$ cat config.mk
export PLATFORM = sky130hd
export DESIGN_NAME = axi_sha_master_flat
export DESIGN_NICKNAME = d
export VERILOG_FILES = /design/src/rtl/axi_sha_if.sv /design/src/rtl/axi_sha_master.sv /design/src/flat_wrapper.sv
export SDC_FILE = /design/constraint.sdc
export NUM_CORES = 1
export LEC_CHECK = 0
export BUFFER_PORTS_ARGS = -buffer_cell sky130_fd_sc_hd__buf_2
export CORE_MARGIN = 5
export CORE_UTILIZATION = 43
export CTS_CLUSTER_SIZE = 20
export DETAILED_ROUTE_END_ITERATION = 8
export GPL_ROUTABILITY_DRIVEN = 0
export GPL_TIMING_DRIVEN = 0
export PLACE_DENSITY = 0.86
export SLEW_MARGIN = 20
export SYNTH_ARGS = -nofsm -noshare
export SYNTH_HDL_FRONTEND = slang
export SYNTH_SLANG_ARGS = --single-unit
$ cat constraint.sdc
create_clock -name ACLK -period 3.5 [get_ports ACLK]
set_clock_uncertainty 0.1 [all_clocks]
set_input_delay 0.175 -clock ACLK [delete_from_list [all_inputs] [get_ports ACLK]]
set_output_delay 0.175 -clock ACLK [all_outputs]
set_load 0.01 [all_outputs]
$ cat src/rtl/axi_sha_if.sv
// AXI4 channel bundle between the SHA burst initiator (master) and the SHA slave.
interface axi_sha_if;
  localparam int unsigned ID_W   = 4;
  localparam int unsigned ADDR_W = 32;
  localparam int unsigned DATA_W = 32;

  logic [ID_W-1:0]     AWID;
  logic [ADDR_W-1:0]   AWADDR;
  logic [7:0]          AWLEN;
  logic [2:0]          AWSIZE;
  logic [1:0]          AWBURST;
  logic                AWVALID;
  logic                AWREADY;

  logic [ID_W-1:0]     WID;
  logic [DATA_W-1:0]   WDATA;
  logic [DATA_W/8-1:0] WSTRB;
  logic                WLAST;
  logic                WVALID;
  logic                WREADY;

  logic [ID_W-1:0]     BID;
  logic [1:0]          BRESP;
  logic                BVALID;
  logic                BREADY;

  logic [ID_W-1:0]     ARID;
  logic [ADDR_W-1:0]   ARADDR;
  logic [7:0]          ARLEN;
  logic [2:0]          ARSIZE;
  logic [1:0]          ARBURST;
  logic                ARVALID;
  logic                ARREADY;

  logic [ID_W-1:0]     RID;
  logic [DATA_W-1:0]   RDATA;
  logic [1:0]          RRESP;
  logic                RLAST;
  logic                RVALID;
  logic                RREADY;

  modport master (
    output AWID, AWADDR, AWLEN, AWSIZE, AWBURST, AWVALID,
    input  AWREADY,
    output WID, WDATA, WSTRB, WLAST, WVALID,
    input  WREADY,
    input  BID, BRESP, BVALID,
    output BREADY,
    output ARID, ARADDR, ARLEN, ARSIZE, ARBURST, ARVALID,
    input  ARREADY,
    input  RID, RDATA, RRESP, RLAST, RVALID,
    output RREADY
  );

  modport slave (
    input  AWID, AWADDR, AWLEN, AWSIZE, AWBURST, AWVALID,
    output AWREADY,
    input  WID, WDATA, WSTRB, WLAST, WVALID,
    output WREADY,
    output BID, BRESP, BVALID,
    input  BREADY,
    input  ARID, ARADDR, ARLEN, ARSIZE, ARBURST, ARVALID,
    output ARREADY,
    output RID, RDATA, RRESP, RLAST, RVALID,
    input  RREADY
  );
endinterface

$ cat src/rtl/axi_sha_master.sv
// AXI4 burst initiator for the SHA slave: writes a message burst, waits for the hash core,
// reads the digest burst back and streams the digest words out.
module axi_sha_master #(
  parameter int unsigned WR_BEATS = 50,
  parameter int unsigned RD_BEATS = 8,
  parameter logic [31:0] WR_ADDR  = 32'h0000_0100,
  parameter logic [31:0] RD_ADDR  = 32'h0000_0010,
  parameter int unsigned RD_DELAY = 400
) (
  input  logic        ACLK,
  input  logic        ARESET,
  input  logic        start,
  output logic        busy,
  output logic        done,
  output logic        err,
  input  logic        src_valid,
  input  logic [31:0] src_data,
  output logic        src_ready,
  output logic        res_valid,
  output logic [31:0] res_data,
  output logic [7:0]  res_idx,
  axi_sha_if.master   axi
);
  localparam int unsigned CNT_W = 9;
  localparam int unsigned DLY_W = (RD_DELAY < 2) ? 1 : $clog2(RD_DELAY + 1);
  localparam logic [CNT_W-1:0] WR_LAST = CNT_W'(WR_BEATS - 1);
  localparam logic [CNT_W-1:0] RD_LAST = CNT_W'(RD_BEATS - 1);

  typedef enum logic [2:0] {
    S_IDLE, S_AW, S_W, S_B, S_DLY, S_AR, S_R, S_DONE
  } state_t;

  state_t           state;
  logic [CNT_W-1:0] sent;
  logic [CNT_W-1:0] wbeat;
  logic [CNT_W-1:0] rbeat;
  logic [DLY_W-1:0] dly_cnt;
  logic             src_hs;
  logic             w_hs;
  logic             unused_ids;

  // Burst attributes that never vary.
  assign axi.AWID    = '0;
  assign axi.WID     = '0;
  assign axi.ARID    = '0;
  assign axi.AWSIZE  = 3'b010;
  assign axi.ARSIZE  = 3'b010;
  assign axi.AWBURST = 2'b01;
  assign axi.ARBURST = 2'b01;
  assign axi.WSTRB   = 4'hF;
  assign unused_ids  = ^{axi.BID, axi.RID};

  // The W register may refill whenever it is empty or being drained this cycle.
  assign src_ready = (state == S_W) && (!axi.WVALID || axi.WREADY)
                     && (sent < CNT_W'(WR_BEATS));
  assign src_hs    = src_valid && src_ready;
  assign w_hs      = axi.WVALID && axi.WREADY;

  always_ff @(posedge ACLK or posedge ARESET) begin
    if (ARESET) begin
      state       <= S_IDLE;
      busy        <= 1'b0;
      done        <= 1'b0;
      err         <= 1'b0;
      res_valid   <= 1'b0;
      res_data    <= '0;
      res_idx     <= '0;
      sent        <= '0;
      wbeat       <= '0;
      rbeat       <= '0;
      dly_cnt     <= '0;
      axi.AWVALID <= 1'b0;
      axi.AWADDR  <= '0;
      axi.AWLEN   <= '0;
      axi.WVALID  <= 1'b0;
      axi.WDATA   <= '0;
      axi.WLAST   <= 1'b0;
      axi.BREADY  <= 1'b0;
      axi.ARVALID <= 1'b0;
      axi.ARADDR  <= '0;
      axi.ARLEN   <= '0;
      axi.RREADY  <= 1'b0;
    end else begin
      done      <= 1'b0;
      res_valid <= 1'b0;
      case (state)
        S_IDLE: begin
          if (start) begin
            state       <= S_AW;
            busy        <= 1'b1;
            err         <= 1'b0;
            sent        <= '0;
            wbeat       <= '0;
            rbeat       <= '0;
            dly_cnt     <= '0;
            axi.AWVALID <= 1'b1;
            axi.AWADDR  <= WR_ADDR;
            axi.AWLEN   <= 8'(WR_BEATS - 1);
          end
        end
        S_AW: begin
          if (axi.AWREADY) begin
            state       <= S_W;
            axi.AWVALID <= 1'b0;
            axi.AWADDR  <= '0;
            axi.AWLEN   <= '0;
          end
        end
        S_W: begin
          if (src_hs) begin
            axi.WDATA  <= src_data;
            axi.WVALID <= 1'b1;
            axi.WLAST  <= (sent == WR_LAST);
            sent       <= sent + 1'b1;
          end else if (w_hs) begin
            axi.WVALID <= 1'b0;
            axi.WLAST  <= 1'b0;
          end
          if (w_hs) begin
            wbeat <= wbeat + 1'b1;
            if (wbeat == WR_LAST) begin
              state      <= S_B;
              axi.BREADY <= 1'b1;
            end
          end
        end
        S_B: begin
          if (axi.BVALID) begin
            state      <= S_DLY;
            axi.BREADY <= 1'b0;
            dly_cnt    <= '0;
            if (axi.BRESP != 2'b00) err <= 1'b1;
          end
        end
        S_DLY: begin
          if (dly_cnt == DLY_W'(RD_DELAY)) begin
            state       <= S_AR;
            axi.ARVALID <= 1'b1;
            axi.ARADDR  <= RD_ADDR;
            axi.ARLEN   <= 8'(RD_BEATS - 1);
          end else begin
            dly_cnt <= dly_cnt + 1'b1;
          end
        end
        S_AR: begin
          if (axi.ARREADY) begin
            state       <= S_R;
            axi.ARVALID <= 1'b0;
            axi.ARADDR  <= '0;
            axi.ARLEN   <= '0;
            axi.RREADY  <= 1'b1;
          end
        end
        S_R: begin
          // Burst length is set by our own count; RLAST is only cross-checked.
          if (axi.RVALID) begin
            res_valid <= 1'b1;
            res_data  <= axi.RDATA;
            res_idx   <= rbeat[7:0];
            rbeat     <= rbeat + 1'b1;
            if ((axi.RRESP != 2'b00) || (axi.RLAST != (rbeat == RD_LAST))) err <= 1'b1;
            if (rbeat == RD_LAST) begin
              state      <= S_DONE;
              axi.RREADY <= 1'b0;
              done       <= 1'b1;
            end
          end
        end
        S_DONE: begin
          state <= S_IDLE;
          busy  <= 1'b0;
        end
        default: begin
          state <= S_IDLE;
          busy  <= 1'b0;
        end
      endcase
    end
  end
endmodule
$ cat src/flat_wrapper.sv
// flat-port wrapper written by rule: the top's interface ports become plain ports
module axi_sha_master_flat 
#(
  parameter int unsigned WR_BEATS = 50,
  parameter int unsigned RD_BEATS = 8,
  parameter logic [31:0] WR_ADDR  = 32'h0000_0100,
  parameter logic [31:0] RD_ADDR  = 32'h0000_0010,
  parameter int unsigned RD_DELAY = 400
)
  (ACLK, ARESET, start, busy, done, err, src_valid, src_data, src_ready, res_valid, res_data, res_idx, axi_AWID, axi_AWADDR, axi_AWLEN, axi_AWSIZE, axi_AWBURST, axi_AWVALID, axi_AWREADY, axi_WID, axi_WDATA, axi_WSTRB, axi_WLAST, axi_WVALID, axi_WREADY, axi_BID, axi_BRESP, axi_BVALID, axi_BREADY, axi_ARID, axi_ARADDR, axi_ARLEN, axi_ARSIZE, axi_ARBURST, axi_ARVALID, axi_ARREADY, axi_RID, axi_RDATA, axi_RRESP, axi_RLAST, axi_RVALID, axi_RREADY);
  axi_sha_if axi_i ();
  input  logic ACLK;
  input  logic ARESET;
  input  logic start;
  output logic busy;
  output logic done;
  output logic err;
  input  logic src_valid;
  input  logic [31:0] src_data;
  output logic src_ready;
  output logic res_valid;
  output logic [31:0] res_data;
  output logic [7:0] res_idx;
  output wire logic [$bits(axi_i.AWID)-1:0] axi_AWID;
  output wire logic [$bits(axi_i.AWADDR)-1:0] axi_AWADDR;
  output wire logic [$bits(axi_i.AWLEN)-1:0] axi_AWLEN;
  output wire logic [$bits(axi_i.AWSIZE)-1:0] axi_AWSIZE;
  output wire logic [$bits(axi_i.AWBURST)-1:0] axi_AWBURST;
  output wire logic [$bits(axi_i.AWVALID)-1:0] axi_AWVALID;
  input wire logic [$bits(axi_i.AWREADY)-1:0] axi_AWREADY;
  output wire logic [$bits(axi_i.WID)-1:0] axi_WID;
  output wire logic [$bits(axi_i.WDATA)-1:0] axi_WDATA;
  output wire logic [$bits(axi_i.WSTRB)-1:0] axi_WSTRB;
  output wire logic [$bits(axi_i.WLAST)-1:0] axi_WLAST;
  output wire logic [$bits(axi_i.WVALID)-1:0] axi_WVALID;
  input wire logic [$bits(axi_i.WREADY)-1:0] axi_WREADY;
  input wire logic [$bits(axi_i.BID)-1:0] axi_BID;
  input wire logic [$bits(axi_i.BRESP)-1:0] axi_BRESP;
  input wire logic [$bits(axi_i.BVALID)-1:0] axi_BVALID;
  output wire logic [$bits(axi_i.BREADY)-1:0] axi_BREADY;
  output wire logic [$bits(axi_i.ARID)-1:0] axi_ARID;
  output wire logic [$bits(axi_i.ARADDR)-1:0] axi_ARADDR;
  output wire logic [$bits(axi_i.ARLEN)-1:0] axi_ARLEN;
  output wire logic [$bits(axi_i.ARSIZE)-1:0] axi_ARSIZE;
  output wire logic [$bits(axi_i.ARBURST)-1:0] axi_ARBURST;
  output wire logic [$bits(axi_i.ARVALID)-1:0] axi_ARVALID;
  input wire logic [$bits(axi_i.ARREADY)-1:0] axi_ARREADY;
  input wire logic [$bits(axi_i.RID)-1:0] axi_RID;
  input wire logic [$bits(axi_i.RDATA)-1:0] axi_RDATA;
  input wire logic [$bits(axi_i.RRESP)-1:0] axi_RRESP;
  input wire logic [$bits(axi_i.RLAST)-1:0] axi_RLAST;
  input wire logic [$bits(axi_i.RVALID)-1:0] axi_RVALID;
  output wire logic [$bits(axi_i.RREADY)-1:0] axi_RREADY;
  assign axi_AWID = axi_i.AWID;
  assign axi_AWADDR = axi_i.AWADDR;
  assign axi_AWLEN = axi_i.AWLEN;
  assign axi_AWSIZE = axi_i.AWSIZE;
  assign axi_AWBURST = axi_i.AWBURST;
  assign axi_AWVALID = axi_i.AWVALID;
  assign axi_i.AWREADY = axi_AWREADY;
  assign axi_WID = axi_i.WID;
  assign axi_WDATA = axi_i.WDATA;
  assign axi_WSTRB = axi_i.WSTRB;
  assign axi_WLAST = axi_i.WLAST;
  assign axi_WVALID = axi_i.WVALID;
  assign axi_i.WREADY = axi_WREADY;
  assign axi_i.BID = axi_BID;
  assign axi_i.BRESP = axi_BRESP;
  assign axi_i.BVALID = axi_BVALID;
  assign axi_BREADY = axi_i.BREADY;
  assign axi_ARID = axi_i.ARID;
  assign axi_ARADDR = axi_i.ARADDR;
  assign axi_ARLEN = axi_i.ARLEN;
  assign axi_ARSIZE = axi_i.ARSIZE;
  assign axi_ARBURST = axi_i.ARBURST;
  assign axi_ARVALID = axi_i.ARVALID;
  assign axi_i.ARREADY = axi_ARREADY;
  assign axi_i.RID = axi_RID;
  assign axi_i.RDATA = axi_RDATA;
  assign axi_i.RRESP = axi_RRESP;
  assign axi_i.RLAST = axi_RLAST;
  assign axi_i.RVALID = axi_RVALID;
  assign axi_RREADY = axi_i.RREADY;
  axi_sha_master #(.WR_BEATS(WR_BEATS), .RD_BEATS(RD_BEATS), .WR_ADDR(WR_ADDR), .RD_ADDR(RD_ADDR), .RD_DELAY(RD_DELAY)) u_core (.ACLK(ACLK), .ARESET(ARESET), .start(start), .busy(busy), .done(done), .err(err), .src_valid(src_valid), .src_data(src_data), .src_ready(src_ready), .res_valid(res_valid), .res_data(res_data), .res_idx(res_idx), .axi(axi_i));
endmodule
==> flow_summary.rst <==
.. list-table::
   :header-rows: 1

   * - Metric
     - Value
   * - Run status
     - finished, final reports clean
   * - Clock period minus final worst setup slack
     - 2280 ps
   * - Classification of the worst setup path
     - flop to flop
   * - Slew HR
     - 60.5%
   * - Cell type contributing the most total cell area after synthesis
     - dfrtp_1
   * - Count of instances resized after the clock tree is built
     - 0
   * - Setup-violating endpoint count in the final report
     - 0
   * - Clock latency on the worst-skew pair
     - 410 ps
   * - Overall routing resource usage
     - 18.3%
   * - Ranking of synthesized cells by instance count
     - 147 x nand2_1, 121 x dfrtp_1, 107 x buf_4, 30 x mux2_2, 22 x o21ai_0
   * - CP max stage cell
     - dfrtp_1
   * - Main area contributors after synthesis
     - dfrtp_1 49%, buf_4 13%, nand2_1 8.9%
   * - Synth Register Bits
     - 121
   * - Static leakage
     - 0.00476 uW
   * - I/O Buffers
     - 168
   * - Fin. max-slew vios
     - 0
   * - Number of global-route vias before repair
     - 5260
   * - Post-CTS Setup Inserts
     - 0
   * - Unrepaired setup endpoints after global routing
     - no
   * - Max Cap Violations
     - 0
   * - Setup slack after layout
     - 1220 ps
   * - Post-placement setup slack
     - 1210 ps
   * - Average wire per standard cell
     - 13.5 um
   * - Fin. Hold Viols
     - 0
   * - P per Cell Area
     - 688 nW/um^2
   * - Biggest fanout along the worst timing path
     - 10
   * - Global route hottest layer
     - met2
   * - Number of buffers created by CTS
     - 17
   * - Data arrival time of the worst path
     - 2460 ps
   * - Peak ir drop on the vdd network
     - 0.519 mV
   * - Synth Cell Area
     - 6220 um^2
   * - Antenna fix cells
     - 0
   * - Floorplan Core Area
     - 14400 um^2
   * - Buffer cell driving the clock tree root
     - clkbuf_16
   * - Pin count of the biggest net entering global routing
     - 64
   * - Number of levels in the clock H-tree
     - 4
   * - CTS Sinks
     - 121
   * - Global-route track usage on met2
     - 31.5%
   * - Growth of design area from synthesis to finish
     - 44.5%
   * - Warnings, synthesis
     - 0
   * - Period utilization
     - 65.2%
   * - Met1 demand-to-capacity share in global routing
     - 21.3%
   * - Post-synthesis cell type count
     - 62
   * - Part of the total power dissipated in combinational logic
     - 34.6%
   * - Critical Path Sink Type
     - flop
   * - Clock-pin slew on the worst setup and hold paths
     - 60 ps
   * - Post-synthesis instance total
     - 629
   * - Deepest clock path buffer count
     - 2
   * - Fraction of power spent switching nets
     - 34.1%
   * - Average vias per placed instance
     - 4.48
   * - Most common cell type on the critical path
     - buf_2
   * - GRT Residual Overflow
     - 0
   * - Clk pwr share
     - 30.0%
   * - Nets
     - 1073
   * - Vias
     - 5269
   * - Number of design rule violations left after detail routing
     - 0
   * - Worst Max-Slew Pin Slew
     - 585 ps
   * - Total number of placement rows
     - 44
   * - Switching power total
     - 2110 uW
   * - Met3 track utilization from global routing
     - 5.32%
   * - Min-Delay Path Class
     - input port to flop
   * - Slowest stage delay, CP
     - 480 ps
   * - Fraction of layout instances using a drive strength above 1
     - 36.1%
   * - Most common cell in the synthesized netlist
     - nand2_1
   * - Delay-heaviest family, CP
     - simple AND/OR/NAND/NOR gates
   * - HPWL after DPL
     - 11200 um
   * - Die boundary width
     - 130 um
   * - CTS tree
     - yes
   * - Total of hold buffers inserted after clock tree synthesis
     - 67
   * - Wire length of the first global-routing pass
     - 24700 um
   * - Pre-antenna DRT Iters
     - 5
   * - Fraction of registers with async set or reset after synthesis
     - 100%
   * - Overall die height
     - 130 um
   * - Initial antenna violation count
     - 0
   * - Most used flip-flop cell after synthesis
     - dfrtp_1
   * - Startpoint type of the worst setup path
     - flop
   * - Reg2reg setup slack
     - 1220 ps
   * - Power Total
     - 6190 uW
   * - Number of nets still failing antenna checks after routing
     - 0
   * - Maximum clock frequency
     - 0.438 GHz
   * - Area enclosed by the die boundary
     - 17000 um^2
   * - Fraction of post-synthesis cell area in the top cell type by area
     - 48.6%
   * - Share of total power in sequential cells
     - 35.5%
   * - Number of I/O pins
     - 275
   * - Crit-path cells
     - buf_2, nor4bb_1, nand4_1, buf_2, mux2_1
   * - Seq/Total Area, Yosys
     - 48.6%
   * - Initial Util
     - 43.3%
   * - Number of synthesized flops with an enable pin
     - 0
   * - Average footprint of a synthesized cell
     - 9.90 um^2
   * - Number of DRC markers after the initial detailed-route iteration
     - 217
   * - Post-detailed-routing wire length
     - 15900 um
   * - Worst Path Required
     - 3680 ps
   * - Int Power
     - 4080 uW
   * - Worst path bufs/invs
     - 2
stage by stage:
stage | area (um^2) | TNS, ps | hold slack, ps | cells | utilization (%)
after floorplan | 6590 | 0 | 180 | 725 | -
after global placement | 7660 | -174500 | 264 | 1077 | 53.3
after detailed placement | 7690 | 0 | 197 | 1078 | 53.5
after CTS | 8990 | 0 | 52.5 | 1177 | 62.6
after global routing | 8990 | 0 | 44.8 | 1177 | 62.6
final | 8990 | 0 | 63.8 | 1177 | 62.6
final timing paths:
kind	cells after the start	from	end
worst max-delay path	5	u_core.state[1]	u_core.axi.WDATA[3]
worst min-delay path	3	axi_RRESP[1]	u_core.err
worst max register to register	5	u_core.state[1]	u_core.axi.WDATA[3]
worst min register to register	2	u_core.res_data[28]	u_core.res_data[28]
max in group asynchronous	4	ARESET	u_core.rbeat[5]
min in group asynchronous	3	ARESET	u_core.res_data[17]
power groups by stage:
stage               sequential, uW  combinational, uW  clock [uW]
floorplan                     2370               1120           0
global placement              2170               2010           0
detailed placement            2210               2080           0
CTS                           2190               2150        1900
global route                  2260               2370        1970
finish                        2200               2140        1850
flip-flops by register name (all words and copies together), names as in the netlist, 3 cells and up:
register / cells
u_core.axi.WDATA: 32
u_core.dly_cnt: 9
u_core.rbeat: 9
u_core.res_data: 32
u_core.res_idx: 8
u_core.sent: 9
u_core.state: 3
u_core.wbeat: 9
cell families (layout without fill, tap and decap cells):
group / count (synthesis) / count (layout) / synth area share, %
flops: 121 / 121 / 48.6
compound gates: 66 / 66 / 7.54
buf+inv: 146 / 414 / 15.5
simple gates: 238 / 238 / 18.4
mux: 41 / 41 / 7.32
xor+xnor: 8 / 8 / 1.13
other cells: 2 / 98 / 0.121
fa+ha+maj: 7 / 7 / 1.41
final cells by class:
| type | count | area, um^2 |
|---|---|---|
| fill | 1140 | 5380 |
| sequential | 121 | 3030 |
| multi-input combinational | 458 | 2590 |
| timing repair buffer | 236 | 1540 |
| buffer | 131 | 908 |
| clock buffer | 18 | 439 |
| tap | 184 | 230 |
| clock inverter | 14 | 195 |
| inverter | 15 | 61.3 |
placed cells by master (no fill, tap or decap), types with 7 or more instances in the layout:
cell           synthesis  final
nand2_1              147    147
nor2_1                17     17
and2_1                 8      8
inv_1                 14     13
buf_4                107    107
conb_1                 2     98
clkbuf_1              12     12
clkbuf_16              0     17
ha_1                   7      7
o21ai_0               22     22
a21oi_1               12     12
mux2_2                30     30
nand4_1                8      8
buf_2                  6    174
dfrtp_1              121    121
nand3_1               20     20
dlygate4sd3_1          0     67
worst register-to-register path: stages (launching register included):
cell and delay (ps):
dfrtp_1 480, buf_2 280, nor4bb_1 340, nand4_1 320, buf_2 310, mux2_1 340
layer usage:
metal,up-vias,share of wire (%)
met5,-,0
met4,0,2.5
met3,30,6.2
met2,162,53
met1,2464,39
li1,2613,-
(Power assumes the default switching activity.)
